File: src/rtl/cv32e40p_mult_arbiter.sv
// rtl/cv32e40p_mult_arbiter.sv - round-robin arbiter sharing one cv32e40p_mult between NUM_REQ requesters
//
// Purpose: grants one requester at a time, latches its control word and operands,
// drives the mult until it reports ready, then holds the result for the owner.
// Optional feature macro: CV32E40P_MULT_ARB_BYPASS_EN (re-arbitrate in the response
// handshake cycle so back-to-back ops issue every 2 cycles instead of 3).
//
// Ports:
//   clk, rst                     clock, synchronous active-high reset
//   flush_i                      abort in-flight op and drop pending response
//   req_valid_i / req_ready_o    per-requester request handshake
//   req_ctrl_i, req_op_[abc]_i   packed per-requester control word and operands
//   resp_valid_o / resp_ready_i  per-requester response handshake
//   resp_result_o                shared result bus
//   mult_*                       connection to the cv32e40p_mult instance
module cv32e40p_mult_arbiter #(
  parameter int NUM_REQ = 2,
  parameter int DATA_W  = 32,
  parameter int CTRL_W  = 16
) (
  input  logic                      clk,
  input  logic                      rst,
  input  logic                      flush_i,
  input  logic [NUM_REQ-1:0]        req_valid_i,
  output logic [NUM_REQ-1:0]        req_ready_o,
  input  logic [NUM_REQ*CTRL_W-1:0] req_ctrl_i,
  input  logic [NUM_REQ*DATA_W-1:0] req_op_a_i,
  input  logic [NUM_REQ*DATA_W-1:0] req_op_b_i,
  input  logic [NUM_REQ*DATA_W-1:0] req_op_c_i,
  output logic [NUM_REQ-1:0]        resp_valid_o,
  input  logic [NUM_REQ-1:0]        resp_ready_i,
  output logic [DATA_W-1:0]         resp_result_o,
  output logic                      mult_enable_o,
  output logic [CTRL_W-1:0]         mult_ctrl_o,
  output logic [DATA_W-1:0]         mult_op_a_o,
  output logic [DATA_W-1:0]         mult_op_b_o,
  output logic [DATA_W-1:0]         mult_op_c_o,
  input  logic [DATA_W-1:0]         mult_result_i,
  input  logic                      mult_ready_i,
  output logic                      mult_ex_ready_o,
  output logic                      mult_setback_o
);

  localparam int IDX_W = (NUM_REQ > 1) ? $clog2(NUM_REQ) : 1;

  typedef enum logic [1:0] {IDLE, BUSY, RESP} state_t;

  state_t              state_q, state_d;
  logic [IDX_W-1:0]    owner_q, rr_q, owner_inc;
  logic [IDX_W-1:0]    arb_base, winner, scan_idx;
  logic                win_found;
  logic                accept;
  logic                resp_hs;
  logic [DATA_W-1:0]   result_q;
  logic [CTRL_W-1:0]   ctrl_q;
  logic [DATA_W-1:0]   op_a_q, op_b_q, op_c_q;
  logic [NUM_REQ-1:0]  req_ready, resp_valid;
  logic                mult_enable, mult_ex_ready;

  assign owner_inc = (owner_q == IDX_W'(NUM_REQ - 1)) ? '0 : owner_q + 1'b1;
  assign resp_hs   = resp_ready_i[owner_q];

  // In RESP the scan starts just past the current owner, which is where rr_q is
  // about to point; only the bypass build ever accepts from RESP.
  assign arb_base = (state_q == RESP) ? owner_inc : rr_q;

  // Round-robin scan: first valid requester at or after arb_base, wrapping.
  always_comb begin
    winner    = '0;
    win_found = 1'b0;
    scan_idx  = '0;
    for (int k = 0; k < NUM_REQ; k++) begin
      scan_idx = IDX_W'((int'(arb_base) + k) % NUM_REQ);
      if (!win_found && req_valid_i[scan_idx]) begin
        winner    = scan_idx;
        win_found = 1'b1;
      end
    end
  end

  always_comb begin
    state_d       = state_q;
    accept        = 1'b0;
    req_ready     = '0;
    resp_valid    = '0;
    mult_enable   = 1'b0;
    mult_ex_ready = 1'b0;
    case (state_q)
      IDLE: begin
        if (win_found) begin
          accept  = 1'b1;
          state_d = BUSY;
        end
      end
      BUSY: begin
        mult_enable   = 1'b1;
        mult_ex_ready = mult_ready_i;
        if (mult_ready_i) state_d = RESP;
      end
      RESP: begin
        resp_valid[owner_q] = 1'b1;
        if (resp_hs) begin
          state_d = IDLE;
`ifdef CV32E40P_MULT_ARB_BYPASS_EN
          if (win_found) begin
            accept  = 1'b1;
            state_d = BUSY;
          end
`endif
        end
      end
      default: state_d = IDLE;
    endcase
    // A flush kills whatever is in flight, including a response not yet taken.
    if (flush_i) begin
      state_d    = IDLE;
      accept     = 1'b0;
      resp_valid = '0;
    end
    if (accept) req_ready[winner] = 1'b1;
  end

  always_ff @(posedge clk) begin
    if (rst) begin
      state_q  <= IDLE;
      owner_q  <= '0;
      rr_q     <= '0;
      result_q <= '0;
    end else begin
      state_q <= state_d;
      if (accept) owner_q <= winner;
      if (state_q == BUSY && mult_ready_i && !flush_i) result_q <= mult_result_i;
      if (state_q == RESP && resp_hs && !flush_i) rr_q <= owner_inc;
    end
  end

  // Operands are captured at accept so the requester is free to move on.
  always_ff @(posedge clk) begin
    if (rst) begin
      ctrl_q <= '0;
      op_a_q <= '0;
      op_b_q <= '0;
      op_c_q <= '0;
    end else if (accept) begin
      ctrl_q <= req_ctrl_i[int'(winner)*CTRL_W +: CTRL_W];
      op_a_q <= req_op_a_i[int'(winner)*DATA_W +: DATA_W];
      op_b_q <= req_op_b_i[int'(winner)*DATA_W +: DATA_W];
      op_c_q <= req_op_c_i[int'(winner)*DATA_W +: DATA_W];
    end
  end

  // Outputs are held low while reset is asserted, whatever state the flops hold.
  assign req_ready_o     = rst ? '0 : req_ready;
  assign resp_valid_o    = rst ? '0 : resp_valid;
  assign mult_enable_o   = mult_enable & ~rst;
  assign mult_ex_ready_o = mult_ex_ready & ~rst;
  assign mult_setback_o  = flush_i & ~rst;
  assign resp_result_o   = result_q;
  assign mult_ctrl_o     = ctrl_q;
  assign mult_op_a_o     = op_a_q;
  assign mult_op_b_o     = op_b_q;
  assign mult_op_c_o     = op_c_q;

endmodule

File: config.mk
export PLATFORM = sky130hd
export DESIGN_NAME = cv32e40p_mult_arbiter
export DESIGN_NICKNAME = d
export VERILOG_FILES = /design/src/rtl/cv32e40p_mult_arbiter.sv
export SDC_FILE = /design/constraint.sdc
export NUM_CORES = 1
export LEC_CHECK = 0
export BUFFER_PORTS_ARGS = -buffer_cell sky130_fd_sc_hd__buf_4
export CORE_AREA = 5 5 160 162
export DETAILED_ROUTE_END_ITERATION = 8
export DIE_AREA = 0 0 165 167
export GPL_ROUTABILITY_DRIVEN = 0
export SYNTH_ARGS = -nofsm -noshare
export SYNTH_HDL_FRONTEND = slang
export SYNTH_SLANG_ARGS = --single-unit
export TNS_END_PERCENT = 30
File: constraint.sdc
create_clock -name clk -period 5.1 [get_ports clk]
set_input_delay 0.51 -clock clk [delete_from_list [all_inputs] [get_ports clk]]
set_output_delay 0.51 -clock clk [all_outputs]
set_load 0.02 [all_outputs]
# Word-level counts from Yosys, hierarchy flattened
# Index checks and enable logic that the tools add are counted.
[word_totals]
reg_bits = 148
output_inout_bits = 151
input_bits = 264
wordCells = 71
[classes]
n_eq_ne = 5
mux = 30
n_reduce_logical = 12
add_sub_neg = 2
order_cmp = 6
shifts = 4
n_bitwise = 4
[ops]
columns = ["cell", "count"]
rows = [
  ["$shiftx 64x7->32", 3],
  ["$shiftx 32x6->16", 1],
  ["$mux 1", 19],
  ["$mux 2", 8],
  ["$lt 1x2->1 const B", 4],
  ["$logic_and 1x1->1", 7],
  ["$ne 2x2->1 const B", 3],
  ["$pmux 2 s3", 1],
  ["$and 1x1->1", 3],
  ["$reduce_and 3->1", 1],
  ["$add 1x1->1 const B", 2],
  ["$demux 1 s1", 2],
  ["$eq 2x1->1 const B", 1],
  ["$eq 2x2->1 const B", 1],
  ["$ge 1x1->1 const B", 2],
  ["$logic_not 1->1", 2],
  ["$logic_not 2->1", 1],
  ["$reduce_or 2->1", 1],
  ["$not 1->1", 1],
]

# Longest topological paths before layout
# Gate-level depths: netlist of run 1.
[depth]
depth_word = 15
mapped_depth = 8
ltp_nobuf = 4

# Least setup slack after synthesis of run 1
# OpenSTA, ideal clock, no wires.
[synth_path]
kind = "in2out"
startpoint = "in flush_i"
endpoint = "out req_ready_o[0]"
path_stages = 5
t_required_ns = 4.590
path_slack_ns = 2.653
arrival_ns = 1.937
path_cell_list = "buf_2 -> or4_4 -> buf_6 -> clkbuf_1 -> nor3_1"
[synth_between]
elab_chain_cells = 3
[synth_lines]
columns = ["item", "line", "rtl"]
rows = [
  ["start: declaration", "23", "input logic flush_i,"],
  ["$mux 1", "115", "if (flush_i) begin"],
  ["$mux 2", "120", "if (accept) req_ready[winner] = 1'b1;"],
  ["$mux 2", "153", "assign req_ready_o = rst ? '0 : req_ready;"],
  ["end: declaration", "25", "output logic [NUM_REQ-1:0] req_ready_o,"],
]
# No other way between the ends.

# Worst setup path in the final report of run 1
[layout_path]
startpoint = "reg state_q[1]"
endpoint = "out req_ready_o[0]"
[layout_between]
elab_chain_cells = 14
[layout_lines]
columns = ["item", "line", "rtl"]
rows = [
  ["start: declaration", "48", "state_t state_q, state_d;"],
  ["start signal: assignment", "130", "state_q <= state_d;"],
  ["$eq 2x2->1", "65", "assign arb_base = (state_q == RESP) ? owner_inc : rr_q;"],
  ["$mux 1", "65", ""],
  ["$mux 1 (not written as such) (2 in series)", "74", "if (!win_found && req_valid_i[scan_idx]) begin"],
  ["$mux 1", "74", ""],
  ["$logic_not 1->1", "74", ""],
  ["$logic_and 1x1->1", "74", ""],
  ["$mux 1", "74", ""],
  ["$lt 1x2->1 (not written as such) / $ge 1x1->1 (equally long branches)", "120", ""],
  ["$logic_and 1x1->1 (not written as such)", "120", ""],
  ["$mux 1 (not written as such)", "120", ""],
  ["$demux 1 s1", "120", ""],
  ["$mux 2 (*)", "120", ""],
  ["$mux 2 (*)", "153", ""],
]
# Mark *: on every way between the ends. The rest lies on a longest branch, timed or not. The select of a mux whose other input is x is not followed.

==> flow_metrics.py, run 1 <==
metrics = {
    "logic_synthesis": {
        "ys_seq_elements": 148,
        "ys_seq_area_share_pct": 44.5,
        "synth_compound_area_share_pct": 30.3,
        "avgSynthCellArea_um2": 8.29,
        "synth_simple_gate_area_share_pct": 18.8,
        "synth_commonest_cells": "nand2_1, dfxtp_1, nor2_1, a21oi_1, a211oi_1",
        "syn_inst": 804,
        "synth-main-ff-cell": "dfxtp_1",
        "synth_fa_ha_area_share_pct": 0,
        "syn-cell-area_mm2": 0.00666,
        "ys_top_cells_by_area": "dfxtp_1, nand2_1, a211oi_1",
        "synth_top_area_share_pct": 44.5,
        "synth-edff-count": 0,
        "synth_fp_nets": 1068,
        "synth_mux_area_share_pct": 0.150,
        "synth_top_cell_by_area": "dfxtp_1",
        "synthXorXnorAreaFrac_pct": 0,
        "yosysMostFrequentCell": "nand2_1",
        "synth_cell_type_count": 31,
        "yosysWarnings": 0,
        "synth-async-reset-ratio_pct": 0,
        "synth_top_family_by_area": "compound AO/OA/AOI/OAI gates",
    },
    "sta": {
        "setup_tns_ps": 0,
        "slew_viol_final": 0,
        "fin_skew_ps": 10.1,
        "fin_crit_sh_pct": 56.9,
        "maxSlewHeadroom_pct": 24.0,
        "max_freq_ghz": 0.344,
        "rsz0062_at_grt": "false",
        "worst_slew_pin_slew_ps": 1130,
        "hold_violations": 0,
        "setup_viol": 0,
        "fin_crit_ps": 2900,
    },
    "grt": {
        "grt_pass1_vias": 7013,
        "antenna_found_initial": 0,
        "track_usage_pct": 18.4,
        "grt_pass1_wl_um": 40300,
        "grt_max_degree": 104,
        "grt.overflow.total": 0,
    },
    "power_and_ir_drop": {
        "p_switching_uw": 1000,
        "seqPwrFrac_pct": 38.6,
        "pwr-share-comb_pct": 23.1,
        "p_per_area_mw_per_mm2": 318,
        "p_sw_share_pct": 30.0,
        "p_clk_share_pct": 38.3,
        "p_leak_uw": 0.00465,
        "p_int_uw": 2340,
        "max-vdd-ir-drop_mv": 0.173,
    },
    "drt": {
        "num_vias": 7167,
        "firstDrtPassIters": 4,
        "wl_um": 26900,
        "vias_per_cell": 4.76,
        "first_iter_violations": 493,
        "wl_per_cell_um": 17.8,
        "drc": 0,
        "ant_nets": 0,
    },
    "layout": {
        "final_area_mm2": 0.0105,
        "diodes": 0,
        "area_delta_synth_final_pct": 57.5,
        "drive_gt1_share_pct": 46.6,
        "fill_cells": 2471,
        "final_nets": 1433,
    },
    "critical_path": {
        "rr_startpoint": "state_q[1]",
        "worstPathArrival_ps": 2390,
        "critical_path_class": "flop to output pin",
        "r2r_end": "mult_op_a_o[9]",
        "cp_slowest_cell": "o211a_4",
        "r2r_slack_ps": 2450,
        "worstRegToRegCells": 5,
        "end_kind": "output pin",
        "worstPathCellList": "nor2b_4, o211a_4, nor3_1, buf_4",
        "path_max_fanout": 64,
        "max_stage_delay_ps": 760,
        "critical_path.top_delay_family": "compound AO/OA/AOI/OAI gates",
        "cp.required_ps": 4590,
        "path_buf_inv": 1,
        "start_kind": "flop",
    },
    "min_path": {
        "min_from": "mult_result_i[0]",
        "hold_path_end": "resp_result_o[0]",
        "whs_path_depth": 3,
        "hp-class": "input pin to flop",
    },
    "die": {
        "pin_count": 415,
        "initial_core_util_pct": 27.8,
        "die-height_um": 167,
        "core_area_mm2": 0.0240,
        "core.rowCount": 57,
        "design.die.area_mm2": 0.0276,
        "dieWidth_um": 165,
    },
    "cts": {
        "cts_sinks": 148,
        "h-tree-depth": 4,
        "clk_path_buf_depth": 2,
        "clockRootBuffer": "clkbuf_16",
        "cts_hold_repair.buffers": 0,
        "cts_setup_buffers": 0,
        "cts_resized": 0,
        "clock_latency_ps": 410,
        "clk_pin_slew_ps": 70,
        "cts_tree": "built",
        "cts_made_buffers": 17,
    },
    "run": {
        "cap_violations": 0,
    },
    "place": {
        "place_hpwl_um": 19100,
        "place_area_mm2": 0.00990,
        "port_buffers": 414,
    },
    "outcome": {
        "status": "completed",
    },
}
[layout make-up]
cell class | instances | area (um2) | area share, %
clock inverter | 12 | 145 | 1.38
clock buffer | 20 | 447 | 4.26
multi-input combinational | 577 | 3310 | 31.5
tap | 324 | 405 | 3.86
timing repair buffer | 424 | 3220 | 30.7
inverter | 1 | 3.75 | 0.0358
sequential | 148 | 2960 | 28.2
[worst register-to-register path: stages (launching register included)]
cell      delay [ps]
dfxtp_1          590
nor2b_4          310
o211a_4          760
buf_12           460
a21oi_1          160
a211oi_1         280
[cells in the final DEF, fill, tap and decap left out, types with 17 or more instances in the layout]
cell       instances
buf_4            420
nand2_1          179
dfxtp_1          148
nor2_1           116
a21oi_1           97
a211oi_1          71
a21oi_2           50
a211oi_2          41
clkbuf_16         17
[sequential cells by signal, indices dropped and copies added (netlist names)]
signal         flops
mult_op_a_o       32
mult_op_c_o       32
rr_q               1
resp_result_o     32
mult_ctrl_o       16
mult_op_b_o       32
owner_q            1
state_q            2
[metal layers]
layer | track usage, % | vias to the layer above | share of wire, %
met5 | 0 | - | 0
met4 | 6.00 | 0 | 2.7
met1 | 22.7 | 3353 | 41
met2 | 30.4 | 284 | 48
li1 | - | 3488 | -
met3 | 5.88 | 42 | 8.3
[power by group through the flow]
stage | combinational [uW] | sequential [uW] | clock (uW)
6_report | 770 | 1290 | 1280
5_1_grt | 835 | 1300 | 1380
4_1_cts | 780 | 1290 | 1320
3_5_place_dp | 778 | 1310 | 0
3_3_place_gp | 771 | 1310 | 0
2_1_floorplan | 314 | 1410 | 0
[through the flow]
step                hold WS (ps)  setup slack, ps  instances  utilization [%]  power [uW]
floorplan                    456             2650        804                -        1720
global placement             441             2490       1474             41.3        2080
detailed placement           448             2440       1474             41.3        2090
CTS                          317             2120       1506             43.8        3390
global route                 308             2030       1506             43.8        3510
finish                       341             2200       1506             43.8        3340
[worst max path at each step]
stage | from | to | slack, ps | cells after the start
final | state_q[1] | req_ready_o[0] | 2200 | 4
after global routing | state_q[0] | req_ready_o[1] | 2030 | 4
after CTS | state_q[0] | req_ready_o[1] | 2120 | 4
after detailed placement | req_valid_i[1] | mult_ctrl_o[10] | 2440 | 6
after global placement | req_valid_i[1] | mult_op_b_o[31] | 2490 | 6
after floorplan | flush_i | req_ready_o[0] | 2650 | 5
[cell families after synthesis]
| family | count (synthesis) |
|---|---|
| mux | 1 |
| simple gates | 312 |
| buf+inv | 79 |
| compound gates | 264 |
| flops | 148 |
No activity file was read; power rests on OpenSTA's default activity.
==> run 2: changes to the inputs <==
--- a/config.mk
+++ b/config.mk
@@ -5,10 +5,11 @@
 export SDC_FILE = /design/constraint.sdc
 export NUM_CORES = 1
 export LEC_CHECK = 0
+export ABC_AREA = 1
 export BUFFER_PORTS_ARGS = -buffer_cell sky130_fd_sc_hd__buf_4
-export CORE_AREA = 5 5 160 162
+export CORE_AREA = 5 5 157 159
 export DETAILED_ROUTE_END_ITERATION = 8
-export DIE_AREA = 0 0 165 167
+export DIE_AREA = 0 0 162 164
 export GPL_ROUTABILITY_DRIVEN = 0
 export SYNTH_ARGS = -nofsm -noshare
 export SYNTH_HDL_FRONTEND = slang
==> constraint.sdc (replaced) <==
create_clock -name clk -period 2.75 [get_ports clk]
set_input_delay 0.275 -clock clk [delete_from_list [all_inputs] [get_ports clk]]
set_output_delay 0.275 -clock clk [all_outputs]
set_load 0.02 [all_outputs]
==> run 2 against run 1 <==
Via count grew 11%. Total power grew 77%. Sequential share of layout area shrank 0.29 points. Cell count grew 13%. Combinational power grew 56%. Highest routed layer unchanged. Flip-flop and latch count is the same. Critical endpoint unchanged. Largest cell class unchanged. Clock skew grew 5.6 ps. First-iteration DRC count is the same.
==> flow_metrics.py, run 2 <==
metrics = {
    "outcome": {
        "status": "completed",
    },
    "sta": {
        "max_freq_ghz": 0.420,
        "worst_slew_pin_slew_ps": 820,
        "rsz0062_at_grt": "false",
        "slew_viol_final": 0,
        "hold_violations": 0,
        "setup_viol": 0,
        "fin_skew_ps": 15.7,
        "fin_crit_sh_pct": 86.5,
        "fin_crit_ps": 2380,
        "whs_ps": 39.1,
        "setup_tns_ps": 0,
        "maxSlewHeadroom_pct": 45.3,
    },
    "place": {
        "dp_cells": 1675,
        "place_hpwl_um": 18900,
        "port_buffers": 414,
    },
    "cts": {
        "cts_hold_repair.buffers": 0,
        "clk_path_buf_depth": 2,
        "h-tree-depth": 4,
        "clock_latency_ps": 430,
        "cts_setup_buffers": 0,
        "cts_made_buffers": 17,
        "cts_tree": "built",
        "clockRootBuffer": "clkbuf_16",
        "cts_resized": 0,
        "cts_sinks": 148,
        "clk_pin_slew_ps": 80,
    },
    "logic_synthesis": {
        "avgSynthCellArea_um2": 6.53,
        "ys_top_cells_by_area": "dfxtp_1, nand2_1, nand4_1",
        "synth-async-reset-ratio_pct": 0,
        "ys_seq_elements": 148,
        "synth_top_area_share_pct": 43.6,
        "yosysMostFrequentCell": "nand2_1",
        "syn_inst": 1042,
        "synth-edff-count": 0,
        "yosysWarnings": 0,
        "synth_top_cell_by_area": "dfxtp_1",
        "synth_commonest_cells": "nand2_1, dfxtp_1, nand4_1, nor2_1, o21ai_0",
        "ys_seq_area_share_pct": 43.6,
        "synth_cell_type_count": 20,
        "synth-main-ff-cell": "dfxtp_1",
        "synth_fp_nets": 1306,
        "syn-cell-area_mm2": 0.00680,
    },
    "grt": {
        "antenna_found_initial": 0,
        "grt_busiest_layer": "met2",
        "grt_max_degree": 115,
        "track_usage_pct": 19.4,
        "grt_pass1_vias": 7460,
        "grt_pass1_wl_um": 41300,
        "met1_usage_pct": 23.5,
        "use_met2_pct": 32.2,
        "use_met3_pct": 6.70,
        "grt.overflow.total": 0,
    },
    "critical_path": {
        "max_stage_delay_ps": 490,
        "end_kind": "output pin",
        "cp_common_cell": "nand2_1",
        "critical_path_class": "flop to output pin",
        "path_max_fanout": 22,
        "cp_slowest_cell": "nor2_4",
        "worstPathArrival_ps": 2100,
        "start_kind": "flop",
        "worstPathCellList": "nand2_1, nand2_1, nand3_4, nand2_1, nand2_2, nor2_4, buf_4",
        "cp.required_ps": 2480,
    },
    "layout": {
        "final_common_cell": "nand2_1",
        "final_nets": 1668,
        "diodes": 0,
        "final_cell_mix": "nand2_1, buf_4, dfxtp_1",
        "area_delta_synth_final_pct": 55.9,
        "drive_gt1_share_pct": 33.0,
        "final_cells": 1707,
    },
    "die": {
        "initial_core_util_pct": 29.4,
        "dieWidth_um": 162,
        "die-height_um": 164,
        "pin_count": 415,
        "core.rowCount": 56,
        "core_area_mm2": 0.0231,
        "design.die.area_mm2": 0.0266,
    },
    "drt": {
        "drc": 0,
        "ant_nets": 0,
        "wl_per_cell_um": 16.1,
        "wl_um": 27500,
        "vias_per_cell": 4.66,
        "num_vias": 7948,
        "first_iter_violations": 493,
        "firstDrtPassIters": 4,
    },
    "power_and_ir_drop": {
        "p_leak_uw": 0.00571,
        "max-vdd-ir-drop_mv": 0.333,
        "total_power_uw": 5910,
        "p_per_area_mw_per_mm2": 557,
    },
    "min_path": {
        "hp-class": "input pin to flop",
    },
    "run": {
        "cap_violations": 0,
    },
}
-- run 2: cell families (layout without fill, tap and decap cells) --
| group | count (synthesis) | count (layout) | share of synthesized area (%) |
|---|---|---|---|
| compound gates | 37 | 37 | 2.72 |
| buf+inv | 92 | 467 | 6.86 |
| flops | 148 | 148 | 43.6 |
| simple gates | 765 | 765 | 46.9 |
-- run 2: layout make-up --
cell class,instances,area [um2]
Fill cell,2466,12500
Multi-Input combinational cell,802,3380
Timing Repair Buffer,426,3260
Sequential cell,148,2960
Clock buffer,17,425
Tap cell,290,363
Clock inverter,15,176
Inverter,9,37.5
-- run 2: final timing paths --
| check | to | start | cells after the start | slack (ps) |
|---|---|---|---|---|
| hold / removal | mult_op_a_o[27] | req_op_a_i[27] | 3 | 40 |
| setup / recovery | req_ready_o[0] | state_q[1] | 7 | 370 |
| setup reg to reg | mult_op_a_o[12] | state_q[1] | 9 | 650 |
| hold reg to reg | resp_result_o[24] | resp_result_o[24] | 2 | 490 |
-- run 2: worst max-delay path, delay by kind of cell, from the launching register on --
kind | cells | cell delay (ps)
buffers and inverters | 1 | 260
and+or+nand+nor | 6 | 1010
DFF | 1 | 420
-- run 2: metrics by stage --
step                utilization (%)  instance area [um2]  worst slack [ps]
finish                         45.9                10600               370
floorplan                         -                 6800               992
global route                   45.9                10600               117
CTS                            45.9                10600               331
detailed placement             43.3                10000               649
global placement               43.3                10000               719
-- run 2: routing by layer --
metal  wire length [um]  vias up
met1              11000     3538
met3               2330       44
met5                  0        -
met2              13400      300
met4                767        0
li1                   -     4066
-- run 2: power by group --
| group | switching (uW) | internal (uW) |
|---|---|---|
| logic | 660 | 542 |
| clock network | 1120 | 1230 |
| registers | 72.4 | 2280 |
